File: config.mk
export PLATFORM = sky130hd
export DESIGN_NAME = sync_fifo
export DESIGN_NICKNAME = d
export VERILOG_FILES = /design/src/rtl/sync_fifo.sv
export SDC_FILE = /design/constraint.sdc
export NUM_CORES = 1
export LEC_CHECK = 0
export ABC_AREA = 1
export BUFFER_PORTS_ARGS = -buffer_cell sky130_fd_sc_hd__buf_4
export CAP_MARGIN = 5
export CORE_MARGIN = 1.5
export CORE_UTILIZATION = 30
export DETAILED_ROUTE_END_ITERATION = 10
export SLEW_MARGIN = 20
export SYNTH_ARGS = -nofsm -noshare
export SYNTH_HDL_FRONTEND = slang
export SYNTH_SLANG_ARGS = --single-unit
export TNS_END_PERCENT = 100
File: constraint.sdc
create_clock -name clk -period 3.4 [get_ports clk]
set_clock_uncertainty 0.2 [all_clocks]
set_input_delay 0.34 -clock clk [delete_from_list [all_inputs] [get_ports clk]]
set_output_delay 0.34 -clock clk [all_outputs]
set_load 0.005 [all_outputs]
File: src/rtl/sync_fifo.sv
// sync_fifo: single-clock FIFO with occupancy count, almost-full/almost-empty thresholds,
// sticky overflow/underflow flags and a synchronous flush that overrides all other requests.
// The read port is either first-word fall-through or a registered output with one cycle
// of latency, chosen by FALLTHROUGH.
//
// Ports:
//   clk           - clock, rising edge
//   rst_n         - asynchronous active-low reset
//   flush         - synchronous clear of pointers and error flags
//   winc, wdata   - write request and data
//   wfull         - FIFO holds DEPTH words
//   walmost_full  - count >= AFULL_THRESH
//   rinc          - read (pop) request
//   rdata         - read data (head of queue, or registered pop result)
//   rempty        - FIFO holds no words
//   ralmost_empty - count <= AEMPTY_THRESH
//   count         - current occupancy, 0..DEPTH
//   overflow      - sticky: write requested while full
//   underflow     - sticky: read requested while empty
module sync_fifo #(
  parameter int unsigned DATASIZE      = 8,
  parameter int unsigned ADDRSIZE      = 4,
  parameter string       FALLTHROUGH   = "TRUE",
  parameter int unsigned AFULL_THRESH  = (1 << ADDRSIZE) - 1,
  parameter int unsigned AEMPTY_THRESH = 1
) (
  input  logic                clk,
  input  logic                rst_n,
  input  logic                flush,
  input  logic                winc,
  input  logic [DATASIZE-1:0] wdata,
  output logic                wfull,
  output logic                walmost_full,
  input  logic                rinc,
  output logic [DATASIZE-1:0] rdata,
  output logic                rempty,
  output logic                ralmost_empty,
  output logic [ADDRSIZE:0]   count,
  output logic                overflow,
  output logic                underflow
);

  localparam int unsigned Depth = 1 << ADDRSIZE;
  localparam logic [ADDRSIZE:0] DepthW   = (ADDRSIZE + 1)'(Depth);
  localparam logic [ADDRSIZE:0] AFullW   = (ADDRSIZE + 1)'(AFULL_THRESH);
  localparam logic [ADDRSIZE:0] AEmptyW  = (ADDRSIZE + 1)'(AEMPTY_THRESH);

  logic [DATASIZE-1:0] r_mem [Depth];
  logic [ADDRSIZE:0]   r_wptr, r_rptr;
  logic                r_overflow, r_underflow;

  logic [ADDRSIZE:0]   w_count;
  logic                w_full, w_empty;
  logic                w_wr_en, w_rd_en;

  // Pointers carry an extra wrap bit, so modular subtraction yields 0..Depth directly.
  assign w_count = r_wptr - r_rptr;
  assign w_full  = (w_count == DepthW);
  assign w_empty = (w_count == '0);

  // Acceptance looks only at registered state: a pop in the same cycle never frees a slot
  // for a write to a full FIFO, and a push never feeds a pop from an empty one.
  assign w_wr_en = winc && !w_full  && !flush;
  assign w_rd_en = rinc && !w_empty && !flush;

  // Storage is deliberately not reset; reads of stale words are masked by the pointers.
  always_ff @(posedge clk) begin
    if (w_wr_en) begin
      r_mem[r_wptr[ADDRSIZE-1:0]] <= wdata;
    end
  end

  always_ff @(posedge clk or negedge rst_n) begin
    if (!rst_n) begin
      r_wptr <= '0;
      r_rptr <= '0;
    end else if (flush) begin
      r_wptr <= '0;
      r_rptr <= '0;
    end else begin
      if (w_wr_en) r_wptr <= r_wptr + 1'b1;
      if (w_rd_en) r_rptr <= r_rptr + 1'b1;
    end
  end

  always_ff @(posedge clk or negedge rst_n) begin
    if (!rst_n) begin
      r_overflow  <= 1'b0;
      r_underflow <= 1'b0;
    end else if (flush) begin
      r_overflow  <= 1'b0;
      r_underflow <= 1'b0;
    end else begin
      if (winc && w_full)  r_overflow  <= 1'b1;
      if (rinc && w_empty) r_underflow <= 1'b1;
    end
  end

  if (FALLTHROUGH == "TRUE") begin : g_fallthrough
    // Head of queue straight from storage; meaningless while empty.
    assign rdata = r_mem[r_rptr[ADDRSIZE-1:0]];
  end else begin : g_registered
    logic [DATASIZE-1:0] r_rdata;
    always_ff @(posedge clk or negedge rst_n) begin
      if (!rst_n) begin
        r_rdata <= '0;
      end else if (w_rd_en) begin
        r_rdata <= r_mem[r_rptr[ADDRSIZE-1:0]];
      end
    end
    assign rdata = r_rdata;
  end

  assign count         = w_count;
  assign wfull         = w_full;
  assign rempty        = w_empty;
  assign walmost_full  = (w_count >= AFullW);
  assign ralmost_empty = (w_count <= AEmptyW);
  assign overflow      = r_overflow;
  assign underflow     = r_underflow;

endmodule
==> impl_metrics.yaml, run 1 <==
outcome:
  status: "completed"
clock_network:
  cts_tree: "built"
  cts_setup_buffers: 0
  clk_pin_slew_worst_paths_ns: 0.06
  cts-root-buf: "clkbuf_16"
  cts_max_level: 4
  cts_sinks: 140
  cts_max_path_buffers: 2
  clkLatencyLatePin_ns: 0.41
  cts_buffers: 17
floorplan:
  die_area_um2: 20700
  fp.dieH_um: 144
  core_area_um2: 19500
  io_pins: 32
  fp.dieW_um: 144
  start_util_pct: 30.6
  row_count: 51
setup_path:
  endpoint_kind: "output pin"
  crit-reg2reg-launch: "r_wptr[0]"
  cp_max_fo: 68
  cp-startpoint: "r_rptr[0]"
  cp_slowest_stage_delay_ns: 0.48
  critPathArrivalTime_ns: 2.63
  worstPathRequired_ns: 2.86
  crit_path_start_kind: "flop"
  crit_chain: "buf_6, inv_1, buf_4, o21ai_0, o221ai_1, nand3_1, nand2_1, buf_4"
  crit_type: "flop to output pin"
  path_common_cell: "buf_4"
  cpMaxStageDelayCell: "buf_4"
  rrSetupSlack_ns: 0.42
final_layout:
  layout.nets: 559
  drive_gt1_share_pct: 16.3
  antenna_cells: 0
  final_util_pct: 37.1
  fillers: 1873
  area_growth_syn_to_layout_pct: 21.1
global_routing:
  grt_use_met3_pct: 3.17
  grt.met1_usage_pct: 20.6
  antenna_found_initial: 0
  grt_overflow: 0
  met2_usage_pct: 25.1
  track_usage_pct: 15.5
  grt_most_used_layer: "met2"
  grt_pass1_wl_um: 23500
  grt_max_degree: 69
  grt_pass1_vias: 4078
timing:
  fin_tns_setup_ns: 0
  setup_violations: 0
  hold_violations: 0
  min_period_ns: 3.17
  period_share_pct: 93.1
  timing.fmax_ghz: 0.316
  worst_pin_slew_ns: 0.590
  slew_headroom_pct: 60.6
  grt_setup_unrepaired: "no"
  final_max_slew_viol_count: 0
routing:
  drc: 0
  via_count: 4126
  dr.pass1.iters: 5
  via_per_inst: 5.08
  wl_per_cell_um: 18.5
  wirelength_um: 15100
  ant_nets: 0
  drt_iter0_drc: 370
placement:
  gp_congestion: 0.913
  portBuffers: 31
  dp_hpwl_um: 9710
synthesis:
  synth_cell_types: 26
  seq_area_frac_synth_pct: 69.5
  synth_warnings: 0
  netlist_area_um2: 5960
  ys_ff_latch: 140
  avgSynthCellArea_um2: 12.2
  synth_nets: 511
  synthCells: 488
power_and_ir_drop:
  vdd_drop_max_mv: 0.368
  fin_total_pwr_w: 0.00528
  powerDensity_nw_per_um2: 731
  p_leak_nw: 2.60
flow_run:
  drv_cap: 0
hold_path:
  hold_path.class: "input pin to flop"
  hold_path.startpoint: "winc"
[cells in the mapped netlist]
cell type  instances  share of area, %
edfxtp_1         128                64
fa_1               1              0.34
xor2_1             7               1.0
buf_6              1              0.19
buf_1              3              0.19
o21ai_0           64               5.4
ha_1               9               1.9
nand2_1           37               2.3
nor3_1            15               1.3
a21oi_1            4              0.34
nand3_1           30               2.5
buf_2              4              0.34
o211ai_1           6              0.76
inv_1             28               1.8
nand4_1           11               1.2
clkinv_1           2              0.13
nor2_1            68               4.3
nor2_2             1              0.11
o22ai_1            6              0.63
clkbuf_1          21               1.3
o221ai_1          26               3.8
nand2_2            1              0.11
dfrtp_1           12               5.0
o41ai_1            1              0.15
nand2_4            1              0.19
nand3_4            1              0.29
[timing repair]
item / CTS / global route
resized for setup: 0 / 1
endpoints found under the setup margin: 0 / 4
hold endpoints to repair: 14 / 0
hold buffers: 2 / 0
[where the power goes]
part	leakage (nW)	total (W)	internal, W	switching [W]
clock	0.285	0.00188	0.00121	0.000664
sequential	1.32	0.00197	0.00194	0.0000311
combinational	1.00	0.00144	0.000516	0.000920
[routing by layer]
layer  part of all wire [%]  routed length [µm]  vias up
met5                      0                   0        -
met4                    1.4                 215        0
met3                    5.7                 862       17
met2                     49                7400      128
met1                     44                6580     2087
li1                       -                   -     1894
[worst max-delay path: cells and delay by family (launching register included)]
family | cells | cell delay [ns]
compound gates | 2 | 0.49
simple gates | 2 | 0.34
flops | 1 | 0.42
buf+inv | 4 | 0.93
[flip-flops by register name, indices dropped and copies added, names as in the netlist]
name and cells:
r_rptr 5, r_wptr 5, underflow 1, r_mem 128, overflow 1
[cell type report]
type | instances | area [µm²] | area share (%)
multi-input combinational | 289 | 1580 | 21.9
sequential | 140 | 4150 | 57.4
tap | 265 | 332 | 4.59
clock inverter | 12 | 174 | 2.41
timing repair buffer | 58 | 444 | 6.15
inverter | 30 | 113 | 1.56
clock buffer | 18 | 429 | 5.94
[logic make-up (layout without fill, tap and decap cells)]
kind of cell | after synthesis | count (layout) | share of synthesized area [%]
AO/OA/AOI/OAI | 107 | 107 | 11.1
buffers and inverters | 59 | 118 | 3.93
flip-flops | 140 | 140 | 69.5
AND/OR/NAND/NOR | 165 | 165 | 12.2
adder cells (fa/ha/maj) | 10 | 10 | 2.23
XOR/XNOR | 7 | 7 | 1.03
[cells in the final DEF, fill, tap and decap left out, types with 7 or more instances in the layout]
| cell type | count |
|---|---|
| o221ai_1 | 26 |
| nor2_1 | 68 |
| o21ai_0 | 64 |
| buf_4 | 55 |
| nand3_1 | 30 |
| dfrtp_1 | 11 |
| edfxtp_1 | 128 |
| inv_1 | 28 |
| ha_1 | 9 |
| nand2_1 | 37 |
| clkbuf_16 | 17 |
| nor3_1 | 15 |
| nand4_1 | 11 |
| xor2_1 | 7 |
[metrics by stage]
stage / area, µm² / std cells / hold slack (ns) / setup slack (ns)
5_1_grt: 7220 / 812 / 0.0438 / 0.0697
6_report: 7220 / 812 / 0.0474 / 0.234
3_3_place_gp: 6590 / 780 / -0.00696 / 0.482
4_1_cts: 7220 / 812 / 0.0322 / 0.112
2_1_floorplan: 5960 / 488 / -0.156 / 0.195
3_5_place_dp: 6590 / 780 / -0.00701 / 0.437
[final timing paths]
path | end | depth (start not counted)
max | rdata[2] | 8
min | overflow | 3
max reg2reg | r_mem[11][4] | 10
min reg2reg | overflow | 2
max in group asynchronous | r_rptr[0] | 2
min in group asynchronous | r_wptr[4] | 2
(Power assumes the default switching activity.)
==> inputs of run 2 (changes only) <==
CORE_UTILIZATION = 55   (was 30)
PLACE_DENSITY = 0.78   (was default)
==> run 2 against run 1 <==
Compared with the run above:
- flip-flop and latch count is the same
- hold slack better by 0.28 ns
- combinational power rose by 6%
- count of clock-buffer cells in the layout is the same
- maximum frequency fell by 1.8%
- cell count shrank 14%
- clock power down 5%
- sequential power hardly changed
- via count is 1.6% higher
- core utilization is 32 points higher
==> impl_metrics.yaml, run 2 (same netlist as run 1, synthesis figures left out) <==
clock_network:
  cts_max_path_buffers: 2
  clk_pin_slew_worst_paths_ns: 0.06
  cts_buffers: 17
  cts_tree: "built"
  cts_sinks: 140
  cts-root-buf: "clkbuf_8"
  cts_max_level: 4
  clkLatencyLatePin_ns: 0.52
hold_path:
  hold_path.class: "input pin to flop"
floorplan:
  core_area_um2: 10400
  die_area_um2: 11500
  fp.dieH_um: 107
  start_util_pct: 57.2
  row_count: 37
  io_pins: 32
  fp.dieW_um: 107
timing:
  fin_tns_setup_ns: 0
  finalWorstSetupSlack_ns: 0.176
  hold_violations: 0
  period_share_pct: 94.8
  slew_headroom_pct: 57.4
  grt_setup_unrepaired: "no"
  min_period_ns: 3.22
  setup_violations: 0
  timing.fmax_ghz: 0.310
  worst_pin_slew_ns: 0.638
  hold_slack_ns: 0.325
  final_max_slew_viol_count: 0
routing:
  wl_per_cell_um: 20.0
  ant_nets: 0
  drc: 0
  wirelength_um: 14000
  drt_iter0_drc: 370
  via_count: 4191
  via_per_inst: 5.98
  dr.pass1.iters: 5
placement:
  gp_congestion: 0.851
  portBuffers: 31
  pre_cts_ws_ns: 0.485
  dp_hpwl_um: 8740
final_layout:
  fillers: 667
  ff_latch_area_um2: 4150
  drive_gt1_share_pct: 17.3
  layout_common_cells: "128 x edfxtp_1, 67 x nor2_1, 64 x o21ai_0"
  area_growth_syn_to_layout_pct: 20.7
  multi_input_area_um2: 1590
  layout.nets: 575
  largest_reg_flops: 128
  final_util_pct: 69.1
  layout_commonest_cell: "edfxtp_1"
  antenna_cells: 0
setup_path:
  worstPathRequired_ns: 2.86
  crit_path_start_kind: "flop"
  cp_max_fo: 5
  critPathArrivalTime_ns: 2.68
  crit_type: "flop to output pin"
  endpoint_kind: "output pin"
power_and_ir_drop:
  powerDensity_nw_per_um2: 733
  vdd_drop_max_mv: 0.338
  p_leak_nw: 2.68
outcome:
  status: "completed"
global_routing:
  grt_pass1_wl_um: 21600
  grt_pass1_vias: 4120
  grt_overflow: 0
  track_usage_pct: 26.0
  grt_max_degree: 38
  antenna_found_initial: 0
flow_run:
  drv_cap: 0
## run 2: cell types whose count changed in the layout (fill, tap and decap cells not counted), moves of 2 or more
cell,previous run,this run
buf_4,55,59
bufinv_16,4,2
clkinv_4,2,0
clkinvlp_4,3,1
dlygate4sd3_1,2,14
inv_6,0,7
## run 2: final cells by class
type | count | area share [%]
Sequential cell | 140 | 57.6
Multi-Input combinational cell | 289 | 22.1
Timing Repair Buffer | 74 | 8.38
Clock buffer | 18 | 5.81
Tap cell | 136 | 2.36
Clock inverter | 14 | 2.14
Inverter | 30 | 1.56
## run 2: routing by layer
metal	track usage [%]	vias to the layer above	share of wire (%)
li1	-	1931	-
met1	33.0	2009	39
met2	42.8	218	51
met3	5.78	33	7.7
met4	11.9	0	2.5
met5	0	-	0
## run 2: worst paths after layout
| path | from | endpoint | slack, ns | cells past startpoint |
|---|---|---|---|---|
| min in group asynchronous | rst_n | overflow | 0.68 | 3 |
| max in group asynchronous | rst_n | r_rptr[0] | 1.91 | 3 |
| max reg2reg | r_wptr[0] | r_mem[11][6] | 0.51 | 12 |
| max | r_wptr[0] | walmost_full | 0.18 | 8 |
| min | flush | overflow | 0.32 | 3 |
| min reg2reg | r_wptr[4] | r_wptr[4] | 0.33 | 2 |
## run 2: critical path, cell delays in order (launching register included)
cell     delay, ns
dfrtp_1       0.45
inv_2         0.15
ha_1          0.16
inv_1         0.06
fa_1          0.42
xor2_2        0.26
inv_1         0.10
o41ai_1       0.38
buf_4         0.18
## run 2: timing repair
action | in CTS | in global routing
endpoints found under the setup margin | 0 | 3
gates resized for setup | 0 | 3
setup buffers | 0 | 3
hold buffers | 14 | 0
endpoints found under the hold margin | 152 | 0
## run 2: stage by stage
stage                     cell area [µm²]  std cells  power, W
after global placement               6450        652   0.00337
final                                7200        701   0.00528
after detailed placement             6450        652   0.00342
after floorplan                      5960        488   0.00283
after CTS                            7160        698   0.00520
after global routing                 7200        701   0.00551
## run 2: where the power goes
group	switching, W	internal, W
combinational	0.000934	0.000600
clock	0.000718	0.00106
sequential	0.0000328	0.00193
total	0.00168	0.00359
==> inputs of run 3 (changes only) <==
==> constraint.sdc (replaced) <==
create_clock -name clk -period 3.4 [get_ports clk]
set_clock_uncertainty 0.2 [all_clocks]
set_input_delay 0.17 -clock clk [delete_from_list [all_inputs] [get_ports clk]]
set_output_delay 0.17 -clock clk [all_outputs]
set_load 0.005 [all_outputs]
==> run 3 against run 2 <==
Compared with the run above:
- core utilization is 0.86 points lower
- non-clock buffer count fell by 6
- first-iteration DRC count up 68%
- die area stayed put
- cell count shrank 1.0%
- register-to-register slack got worse by 0.23 ns
- setup slack got worse by 0.0087 ns
- sequential power about the same
- critical endpoint is now rdata[4]
- count of clock-buffer cells in the layout unchanged
- wire length grew 4.0%
==> impl_metrics.yaml, run 3 (same netlist as run 1, synthesis figures left out) <==
global_routing:
  grt_overflow: 0
  grt_max_degree: 69
  grt_pass1_wl_um: 23000
  antenna_found_initial: 0
  grt_pass1_vias: 4184
  grt.met1_usage_pct: 38.4
  grt_most_used_layer: "met2"
  grt_use_met3_pct: 6.99
  met2_usage_pct: 40.7
  track_usage_pct: 27.5
final_layout:
  final_cells: 694
  layout_common_cells: "128 x edfxtp_1, 68 x nor2_1, 64 x o21ai_0"
  fillers: 687
  layout.nets: 569
  layout_commonest_cell: "edfxtp_1"
  multi_input_area_um2: 1580
  largest_reg_flops: 128
  antenna_cells: 0
  ff_latch_area_um2: 4150
  area_growth_syn_to_layout_pct: 19.2
  drive_gt1_share_pct: 15.6
routing:
  ant_nets: 0
  drt_iter0_drc: 621
  wl_per_cell_um: 21.0
  via_per_inst: 6.18
  via_count: 4286
  dr.pass1.iters: 6
  wirelength_um: 14600
  drc: 0
timing:
  finalWorstSetupSlack_ns: 0.167
  slew_headroom_pct: 58.2
  final_max_slew_viol_count: 0
  setup_violations: 0
  period_share_pct: 95.1
  grt_setup_unrepaired: "no"
  worst_pin_slew_ns: 0.625
  hold_slack_ns: 0.174
  min_period_ns: 3.23
  timing.fmax_ghz: 0.309
  fin_tns_setup_ns: 0
  hold_violations: 0
floorplan:
  io_pins: 32
  start_util_pct: 57.2
  fp.dieW_um: 107
  core_area_um2: 10400
  fp.dieH_um: 107
  row_count: 37
  die_area_um2: 11500
flow_run:
  drv_cap: 0
power_and_ir_drop:
  powerDensity_nw_per_um2: 721
  vdd_drop_max_mv: 0.431
  p_leak_nw: 2.62
placement:
  gp_congestion: 0.878
  placed_cells: 649
  portBuffers: 31
  pre_cts_ws_ns: 0.357
  dp_hpwl_um: 8940
clock_network:
  clk_pin_slew_worst_paths_ns: 0.06
  cts-root-buf: "clkbuf_8"
  clkLatencyLatePin_ns: 0.53
  cts_buffers: 17
  cts_max_path_buffers: 2
  cts_sinks: 140
  cts_tree: "built"
  cts_max_level: 4
setup_path:
  worstPathRequired_ns: 3.03
  cp_max_fo: 68
  rrSetupSlack_ns: 0.28
  crit_path_start_kind: "flop"
  cp_slowest_stage_delay_ns: 0.49
  worstRegToRegCells: 12
  critPathArrivalTime_ns: 2.86
  cpMaxStageDelayCell: "buf_4"
  path_common_cell: "buf_4"
  crit_type: "flop to output pin"
  crit_chain: "buf_4, inv_1, buf_12, o21ai_0, o22ai_1, o211ai_1, nand2_1, buf_4"
  endpoint_kind: "output pin"
  r2r_end: "r_mem[3][6]"
  crit-reg2reg-launch: "r_wptr[0]"
hold_path:
  hold_path.startpoint: "flush"
  hold_path_depth: 3
  hold_path.class: "input pin to flop"
  hold_end: "overflow"
outcome:
  status: "completed"
run 3: cell types whose count changed in the layout (fill, tap and decap cells not counted), sizes merged:
cell / change
bufinv: -1
buf: -6
clkinv: +2
clkinvlp: +3
inv: -5
run 3: worst max-delay path, delay by kind of cell (launching register included):
kind                   cells  cell delay [ns]
and+or+nand+nor            1             0.11
DFF                        1             0.37
AOI/OAI and AO/OA          3             0.74
buffers and inverters      4             1.04
run 3: worst max-delay path by stage:
stage	start	to	slack, ns
global route	r_rptr[0]	rdata[4]	0.11
detailed placement	r_wptr[0]	r_mem[3][4]	0.36
floorplan	r_rptr[3]	r_mem[4][0]	0.20
finish	r_rptr[0]	rdata[4]	0.17
global placement	r_wptr[0]	r_mem[6][4]	0.47
CTS	r_rptr[0]	rdata[4]	0.24
run 3: per-stage QoR:
stage	power, W	area [µm²]	utilization (%)
2_1_floorplan	0.00283	5960	-
3_3_place_gp	0.00338	6430	61.7
3_5_place_dp	0.00341	6430	61.7
4_1_cts	0.00511	7110	68.2
5_1_grt	0.00534	7110	68.2
6_report	0.00512	7110	68.2
run 3: final cells by class:
class	instances	share of cell area, %
sequential	140	58.3
multi-input combinational	289	22.3
clock buffer	18	5.88
timing repair buffer	68	7.85
inverter	30	1.58
tap	136	2.39
clock inverter	13	1.67
run 3: timing repair:
| item | in CTS | in global routing |
|---|---|---|
| hold endpoints to repair | 152 | 0 |
| buffers inserted | 0 | 0 |
| hold buffers | 14 | 0 |
| resized for setup | 0 | 0 |
run 3: report_power, final:
part           internal [W]  switching [W]
combinational      0.000540       0.000937
clock              0.000969       0.000713
sequential          0.00193      0.0000301
run 3: metal layers:
metal	vias to the layer above	part of all wire, %
met4	0	3.2
met2	292	47
met5	-	0
met1	2035	40
met3	43	9.7
li1	1916	-
